File: src/rtl/shifter_pkg.sv
// Shared types for the pipelined barrel shifter: op encoding, reserved-op test
// and the per-stage pipeline record.
package shifter_pkg;

   // The stage record is sized for the widest supported operand; narrower
   // instances leave the upper data/amt bits at zero and synthesis drops them.
   localparam int MAX_WIDTH = 1024;
   localparam int MAX_SHW   = $clog2(MAX_WIDTH);

   typedef enum logic [2:0] {
      OP_SLL = 3'd0,
      OP_SRL = 3'd1,
      OP_SRA = 3'd2,
      OP_ROL = 3'd3,
      OP_ROR = 3'd4
   } shift_op_e;

   typedef struct packed {
      logic                 valid;
      logic [MAX_WIDTH-1:0] data;
      logic [2:0]           op;
      logic [MAX_SHW-1:0]   amt;
      logic                 err;
   } stage_rec_t;

   function automatic logic is_reserved_op(input logic [2:0] op);
      return op > 3'(OP_ROR);
   endfunction

endpackage

File: src/rtl/shift_stage.sv
// One binary stage of the pipelined shifter: conditionally shifts by 2^K and
// holds the result in a handshaked stage register.
module shift_stage
   import shifter_pkg::*;
#(
   parameter int WIDTH = 16,
   parameter int K     = 0
) (
   input  logic       clk,
   input  logic       rst_n,
   input  stage_rec_t i_rec,
   input  logic       i_next_ready,
   output logic       o_ready,
   output stage_rec_t o_rec
);

   localparam int S = 1 << K;

   logic [WIDTH-1:0] w_din;
   logic [WIDTH-1:0] w_shifted;
   stage_rec_t       w_next;
   stage_rec_t       r_rec;

   assign w_din = i_rec.data[WIDTH-1:0];

   // Reserved ops carry err and must reach the output unshifted.
   always_comb begin
      w_shifted = w_din;
      if (i_rec.amt[K] && !i_rec.err) begin
         case (shift_op_e'(i_rec.op))
            OP_SLL:  w_shifted = w_din << S;
            OP_SRL:  w_shifted = w_din >> S;
            OP_SRA:  w_shifted = {{S{w_din[WIDTH-1]}}, w_din[WIDTH-1:S]};
            OP_ROL:  w_shifted = {w_din[WIDTH-1-S:0], w_din[WIDTH-1:WIDTH-S]};
            OP_ROR:  w_shifted = {w_din[S-1:0], w_din[WIDTH-1:S]};
            default: w_shifted = w_din;
         endcase
      end
   end

   always_comb begin
      w_next                  = i_rec;
      w_next.data[WIDTH-1:0]  = w_shifted;
   end

   // Loading while upstream is invalid empties the stage, collapsing bubbles.
   always_ff @(posedge clk or negedge rst_n) begin
      if (!rst_n) begin
         r_rec <= '0;
      end else if (o_ready) begin
         r_rec <= w_next;
      end
   end

   assign o_ready = !r_rec.valid || i_next_ready;
   assign o_rec   = r_rec;

endmodule

File: src/rtl/pipelined_barrel_shifter.sv
// Pipelined barrel shifter: one registered binary stage per shift-amount bit,
// valid/ready at both ends with ready chained combinationally from out_ready.
module pipelined_barrel_shifter
   import shifter_pkg::*;
#(
   parameter  int WIDTH = 16,
   localparam int SHW   = $clog2(WIDTH)
) (
   input  logic             clk,
   input  logic             rst_n,
   input  logic             in_valid,
   output logic             in_ready,
   input  logic [WIDTH-1:0] in_data,
   input  logic [SHW-1:0]   in_amt,
   input  logic [2:0]       in_op,
   output logic             out_valid,
   input  logic             out_ready,
   output logic [WIDTH-1:0] out_data,
   output logic             out_err
);

   stage_rec_t w_in;
   logic       w_unused;

   if (WIDTH < 4 || (WIDTH & (WIDTH - 1)) != 0 || WIDTH > MAX_WIDTH) begin : g_bad_width
      $error("pipelined_barrel_shifter: WIDTH must be a power of two between 4 and %0d", MAX_WIDTH);
   end

   always_comb begin
      w_in                  = '0;
      w_in.valid            = in_valid;
      w_in.data[WIDTH-1:0]  = in_data;
      w_in.op               = in_op;
      w_in.amt[SHW-1:0]     = in_amt;
      w_in.err              = is_reserved_op(in_op);
   end

   // Stage k shifts by 2^k; each stage's ready feeds the stage before it.
   for (genvar k = 0; k < SHW; k++) begin : g_stage
      stage_rec_t w_prev;
      stage_rec_t w_out;
      logic       w_down;
      logic       w_rdy;

      if (k == 0) begin : g_first
         assign w_prev = w_in;
      end else begin : g_chain
         assign w_prev = g_stage[k-1].w_out;
      end

      if (k == SHW - 1) begin : g_last
         assign w_down = out_ready;
      end else begin : g_inner
         assign w_down = g_stage[k+1].w_rdy;
      end

      shift_stage #(
         .WIDTH (WIDTH),
         .K     (k)
      ) u_stage (
         .clk          (clk),
         .rst_n        (rst_n),
         .i_rec        (w_prev),
         .i_next_ready (w_down),
         .o_ready      (w_rdy),
         .o_rec        (w_out)
      );
   end

   assign in_ready  = g_stage[0].w_rdy;
   assign out_valid = g_stage[SHW-1].w_out.valid;
   assign out_data  = g_stage[SHW-1].w_out.data[WIDTH-1:0];
   assign out_err   = g_stage[SHW-1].w_out.err;

   assign w_unused = ^{g_stage[SHW-1].w_out.op, g_stage[SHW-1].w_out.amt,
                       g_stage[SHW-1].w_out.data};

endmodule

File: config.mk
export PLATFORM = sky130hd
export DESIGN_NAME = pipelined_barrel_shifter
export DESIGN_NICKNAME = d
export VERILOG_FILES = /design/src/rtl/shifter_pkg.sv /design/src/rtl/shift_stage.sv /design/src/rtl/pipelined_barrel_shifter.sv
export SDC_FILE = /design/constraint.sdc
export NUM_CORES = 1
export LEC_CHECK = 0
export CAP_MARGIN = 0
export CORE_ASPECT_RATIO = 0.9
export CORE_MARGIN = 3
export CORE_UTILIZATION = 35
export CTS_CLUSTER_DIAMETER = 50
export CTS_CLUSTER_SIZE = 40
export DETAILED_ROUTE_END_ITERATION = 12
export DONT_BUFFER_PORTS = 1
export HOLD_SLACK_MARGIN = 0.15
export PLACE_DENSITY = 0.6
export SLEW_MARGIN = 10
export SYNTH_ARGS = -nofsm -noshare
export SYNTH_HDL_FRONTEND = slang
export SYNTH_SLANG_ARGS = --single-unit
File: constraint.sdc
create_clock -name clk -period 1.6 [get_ports clk]
set_input_delay 0.32 -clock clk [delete_from_list [all_inputs] [get_ports clk]]
set_output_delay 0.32 -clock clk [all_outputs]
set_load 0.02 [all_outputs]
-- Yosys cells after proc, flatten, opt, wreduce, memory -nomap -nowiden
Index checks and enable logic that the tools add are counted.
- bits in registers: 93
- logic and storage cells: 64
- order comparisons: 1
- equality and inequality tests: 16
- multiplexer cells: 8
- reduce and logical (&&, ||, !) cells: 21
- operators by type and width (kind ; number):
    $pmux 16 s5 ; 3
    $mux 16 ; 4
    $pmux 16 s4 ; 1
    $eq 3x2->1 const B ; 8
    $eq 3x1->1 const B ; 4
    $eq 3x3->1 const B ; 4
    $logic_not 3->1 ; 4
    $logic_not 1->1 ; 8
    $logic_and 1x1->1 ; 4
    $logic_or 1x1->1 ; 4
    $gt 3x3->1 const B ; 1
    $reduce_or 2->1 ; 1

-- Longest topological paths before layout
- word-level depth: 5
- mapped depth: 6

-- Cells and area by module
A second synthesis with hierarchy kept.
- cells, all modules: 17728
- area, all modules: 157262.1 um^2
- by module, submodules not included (module ; instances ; cells an instance ; area each (um^2) ; sequential area each (um^2)):
    shift_stage at g_stage[3].u_stage ; 1 ; 4397 ; 39411.5 ; 25999.9
    shift_stage at g_stage[1].u_stage ; 1 ; 4445 ; 39326.5 ; 25999.9
    shift_stage at g_stage[0].u_stage ; 1 ; 4441 ; 39267.7 ; 25999.9
    shift_stage at g_stage[2].u_stage ; 1 ; 4443 ; 39245.1 ; 25999.9
    pipelined_barrel_shifter ; 1 ; 2 ; 11.3 ; 0.0

-- Worst setup path before layout
Ideal clock, no wire load.
- path kind: register -> output
- start: reg g_stage[3].u_stage.r_rec (netlist bit g_stage[3].u_stage.o_rec[1038])
- end: out in_ready
- data arrival time: 1.253 ns
- slack: 0.027 ns
- cell stages (with the launch flop): 6
- path buffers: 2
- cells stage by stage: dfrtp_1 > and3b_1 > and3_1 > buf_2 > buf_2 > inv_1
- longest elaborated chain between the ends: 5
- ends and longest elaborated chain (element ; RTL line ; text):
    from (decl) ; shift_stage.sv:22 ; stage_rec_t r_rec;
    from (signal assigned) ; shift_stage.sv:51 ; r_rec <= w_next;
    $logic_not 1->1 ; shift_stage.sv:55 ; assign o_ready = !r_rec.valid || i_next_ready;
    $logic_or 1x1->1 (4 in series) ; shift_stage.sv:55 ;
    to (decl) ; pipelined_barrel_shifter.sv:12 ; output logic in_ready,
Every way passes these cells.

-- Worst setup path in the final report
- start: reg g_stage[2].u_stage.r_rec (netlist bit g_stage[2].u_stage.o_rec[1038])
- end: out in_ready
- longest elaborated chain between the ends: 4
- ends and longest elaborated chain (element ; RTL line):
    from (decl) ; shift_stage.sv:22
    from (signal assigned) ; shift_stage.sv:51
    $logic_not 1->1 ; shift_stage.sv:55
    $logic_or 1x1->1 (3 in series) ; shift_stage.sv:55
Every way passes these cells.

==> impl_metrics.ini <==
[status]
outcome = finished, violations left
violations = hold timing, setup timing

[routing]
drt_iter0_drc = 361
via_per_inst = 5.750
drt_pass1_iterations = 4
vias = 4663
wl_per_cell_um = 18.28
routed_wl_um = 14830
drc_errors = 0
ant_nets = 0

[layout]
antenna_cells = 0
final_util_pct = 43.90
fin_cells = 811
area_growth_pct = 21.52
final_net_count = 641
largest_reg_flops = 87
layout-drive-gt1-share_pct = 18.93

[yosys]
synth_common_cells = nand2_1 (106), dfrtp_1 (87), o21ai_0 (79), nor2_1 (67), a221oi_1 (31)
synth_most_common_cell = nand2_1
synthFlopType = dfrtp_1
synth_top_area_cell = dfrtp_1
async_flop_share_pct = 100.0
syn_area_um2 = 5134
synth.area.top_cells = dfrtp_1 (42%), nand2_1 (7.8%), o21ai_0 (7.7%)
synth_nets = 626
yosysUniqueCellTypes = 49
ys_warn_count = 0
synth_top_area_share_pct = 42.41
netlist_instances = 599
avgSynthCellArea_um2 = 8.570
ys_ff_latch = 87
synth_enable_flop_cells = 0
synth-seq-area-share_pct = 42.41

[sta]
maxSlewViolCount = 0
fin_hold_ws_ns = -0.3259
slew_headroom_pct = 76.62
fin_crit_sh_pct = 106.7
post-route-min-period_ns = 1.708
worstMarginPinSlew_ns = 0.3500
setup_viol = 1
fmax_mhz = 585.6
fin_ws_ns = -0.1075
hold_violations = 87
rsz0062_at_grt = yes
fin_skew_ns = 0.008381

[worst_setup_path]
rrSetupSlack_ns = 0.02
r2r-end = g_stage[1].u_stage.o_rec[25]$_DFFE_PN0P_
end_kind = output port
critPathRequiredTime_ns = 1.28
crit_slowest_cell = dfrtp_1
reg2reg_depth = 5
start_kind = flip-flop
cp_slowest_stage_delay_ns = 0.38
crit_fanout = 3
worstSetupPathType = flip-flop to output port
worstPathCellList = and3b_2 > and3_4 > buf_12 > clkinv_4 > buf_6
crit_arrival_ns = 1.39
r2r-start = g_stage[0].u_stage.o_rec[13]$_DFFE_PN0P_

[global_routing]
track_usage_pct = 18.36
overflow = 0
antenna_found_initial = 0
grt_pass1_wl_um = 23930
grt_max_degree = 88
first_global_vias = 4637

[die]
core_area_um2 = 14210
die_area_um2 = 16160
die_h_um = 120.9
rows = 41
ioPinCount = 46
die-width_um = 133.7
start_util_pct = 36.13

[cts]
ctsRootBufferMaster = clkbuf_16
cts_buffers = 9
htree_num_levels = 3
insertion_delay_ns = 0.35
clock_path_buffers = 2
cts_tree = yes
cts.sinks = 87
postCtsHoldBufs = 7
clk_pin_slew_worst_paths_ns = 0.06

[run]
drv_cap = 0

[placement]
io_buffers = 0
routabilityCongestion = 0.8819
dp.cells = 777
place_hpwl_um = 9795

[power]
p_leak_nw = 2.548
powerDensity_nw_per_um2 = 1346
max-vdd-ir-drop_mv = 0.6547

[min_path]
holdCritPathClass = input port to asynchronous set/reset pin
==> where the power goes <==
| group | switching (W) | internal, W | total, W | leakage, nW |
|---|---|---|---|---|
| registers | 0.000897 | 0.00280 | 0.00370 | 1.03 |
| clock network | 0.000851 | 0.00152 | 0.00237 | 0.160 |
| logic | 0.00124 | 0.00110 | 0.00234 | 1.36 |
| total | 0.00298 | 0.00542 | 0.00840 | 2.55 |
==> through the flow <==
stage	setup slack [ns]	TNS (ns)	hold slack [ns]	total power (W)	instance area, um^2
2_1_floorplan	0.02700	0	0.02441	0.004998	5134
3_3_place_gp	0.02221	0	0.03307	0.005565	5413
3_5_place_dp	-0.04229	-0.1670	0.03322	0.005632	5413
4_1_cts	-0.1192	-0.1192	-0.3404	0.008107	5923
5_1_grt	-0.1389	-0.4053	-0.3425	0.008837	6238
6_report	-0.1075	-0.1075	-0.3259	0.008399	6238
==> critical path: cells and delay by family (launching register included) <==
family	cells	cell delay [ns]
AND/OR/NAND/NOR	2	0.40
flip-flops	1	0.38
buffers and inverters	3	0.26
==> cell usage in the layout (no fill, tap or decap), types with 14 or more instances in the layout <==
cell type  instances
dfrtp_1           84
a221oi_2          20
nor2_1            66
a32o_1            15
nand2_1          102
nor4b_1           14
nand3_1           14
buf_4             41
o21ai_1           18
o21ai_0           73
a21o_1            21
==> metal layers <==
layer,part of all wire (%),vias to the layer above,global-route usage (%)
met2,48,153,30.33
li1,-,2192,-
met5,0,-,0
met3,5.7,20,4.809
met4,1.8,0,5.720
met1,44,2298,23.72
==> what timing repair did <==
action                     in CTS  in global routing
pin swaps                       2                  6
gates resized for setup        11                 55
buffers inserted                3                  7
cloned                          2                  0
setup endpoints to repair      11                 55
hold endpoints to repair       94                 87
==> cell type report <==
type                       instances  area, um^2
sequential                        87        2181
fill                            1359        7971
inverter                           3       16.27
clock buffer                      11       232.7
tap                              193       241.5
timing repair buffer              57       551.8
clock inverter                     4       95.09
multi-input combinational        456        2920
==> cells by family after synthesis <==
group / share of synthesized area [%]
compound gates: 26.15
xor+xnor: 1.121
buf+inv: 5.532
flops: 42.41
mux: 2.486
simple gates: 22.30
==> how the worst max path moves through the flow <==
stage | slack (ns) | start | depth (start not counted) | to
6_report | -0.11 | g_stage[2].u_stage.o_rec[1038]$_DFFE_PN0P_ | 5 | in_ready
5_1_grt | -0.14 | g_stage[2].u_stage.o_rec[1038]$_DFFE_PN0P_ | 5 | in_ready
4_1_cts | -0.12 | g_stage[3].u_stage.o_rec[1038]$_DFFE_PN0P_ | 5 | in_ready
3_5_place_dp | -0.04 | g_stage[0].u_stage.o_rec[13]$_DFFE_PN0P_ | 5 | g_stage[1].u_stage.o_rec[19]$_DFFE_PN0P_
3_3_place_gp | 0.02 | out_ready | 5 | in_ready
2_1_floorplan | 0.03 | g_stage[3].u_stage.o_rec[1038]$_DFFE_PN0P_ | 5 | in_ready
Note: power is estimated with default switching activity, not from simulation.
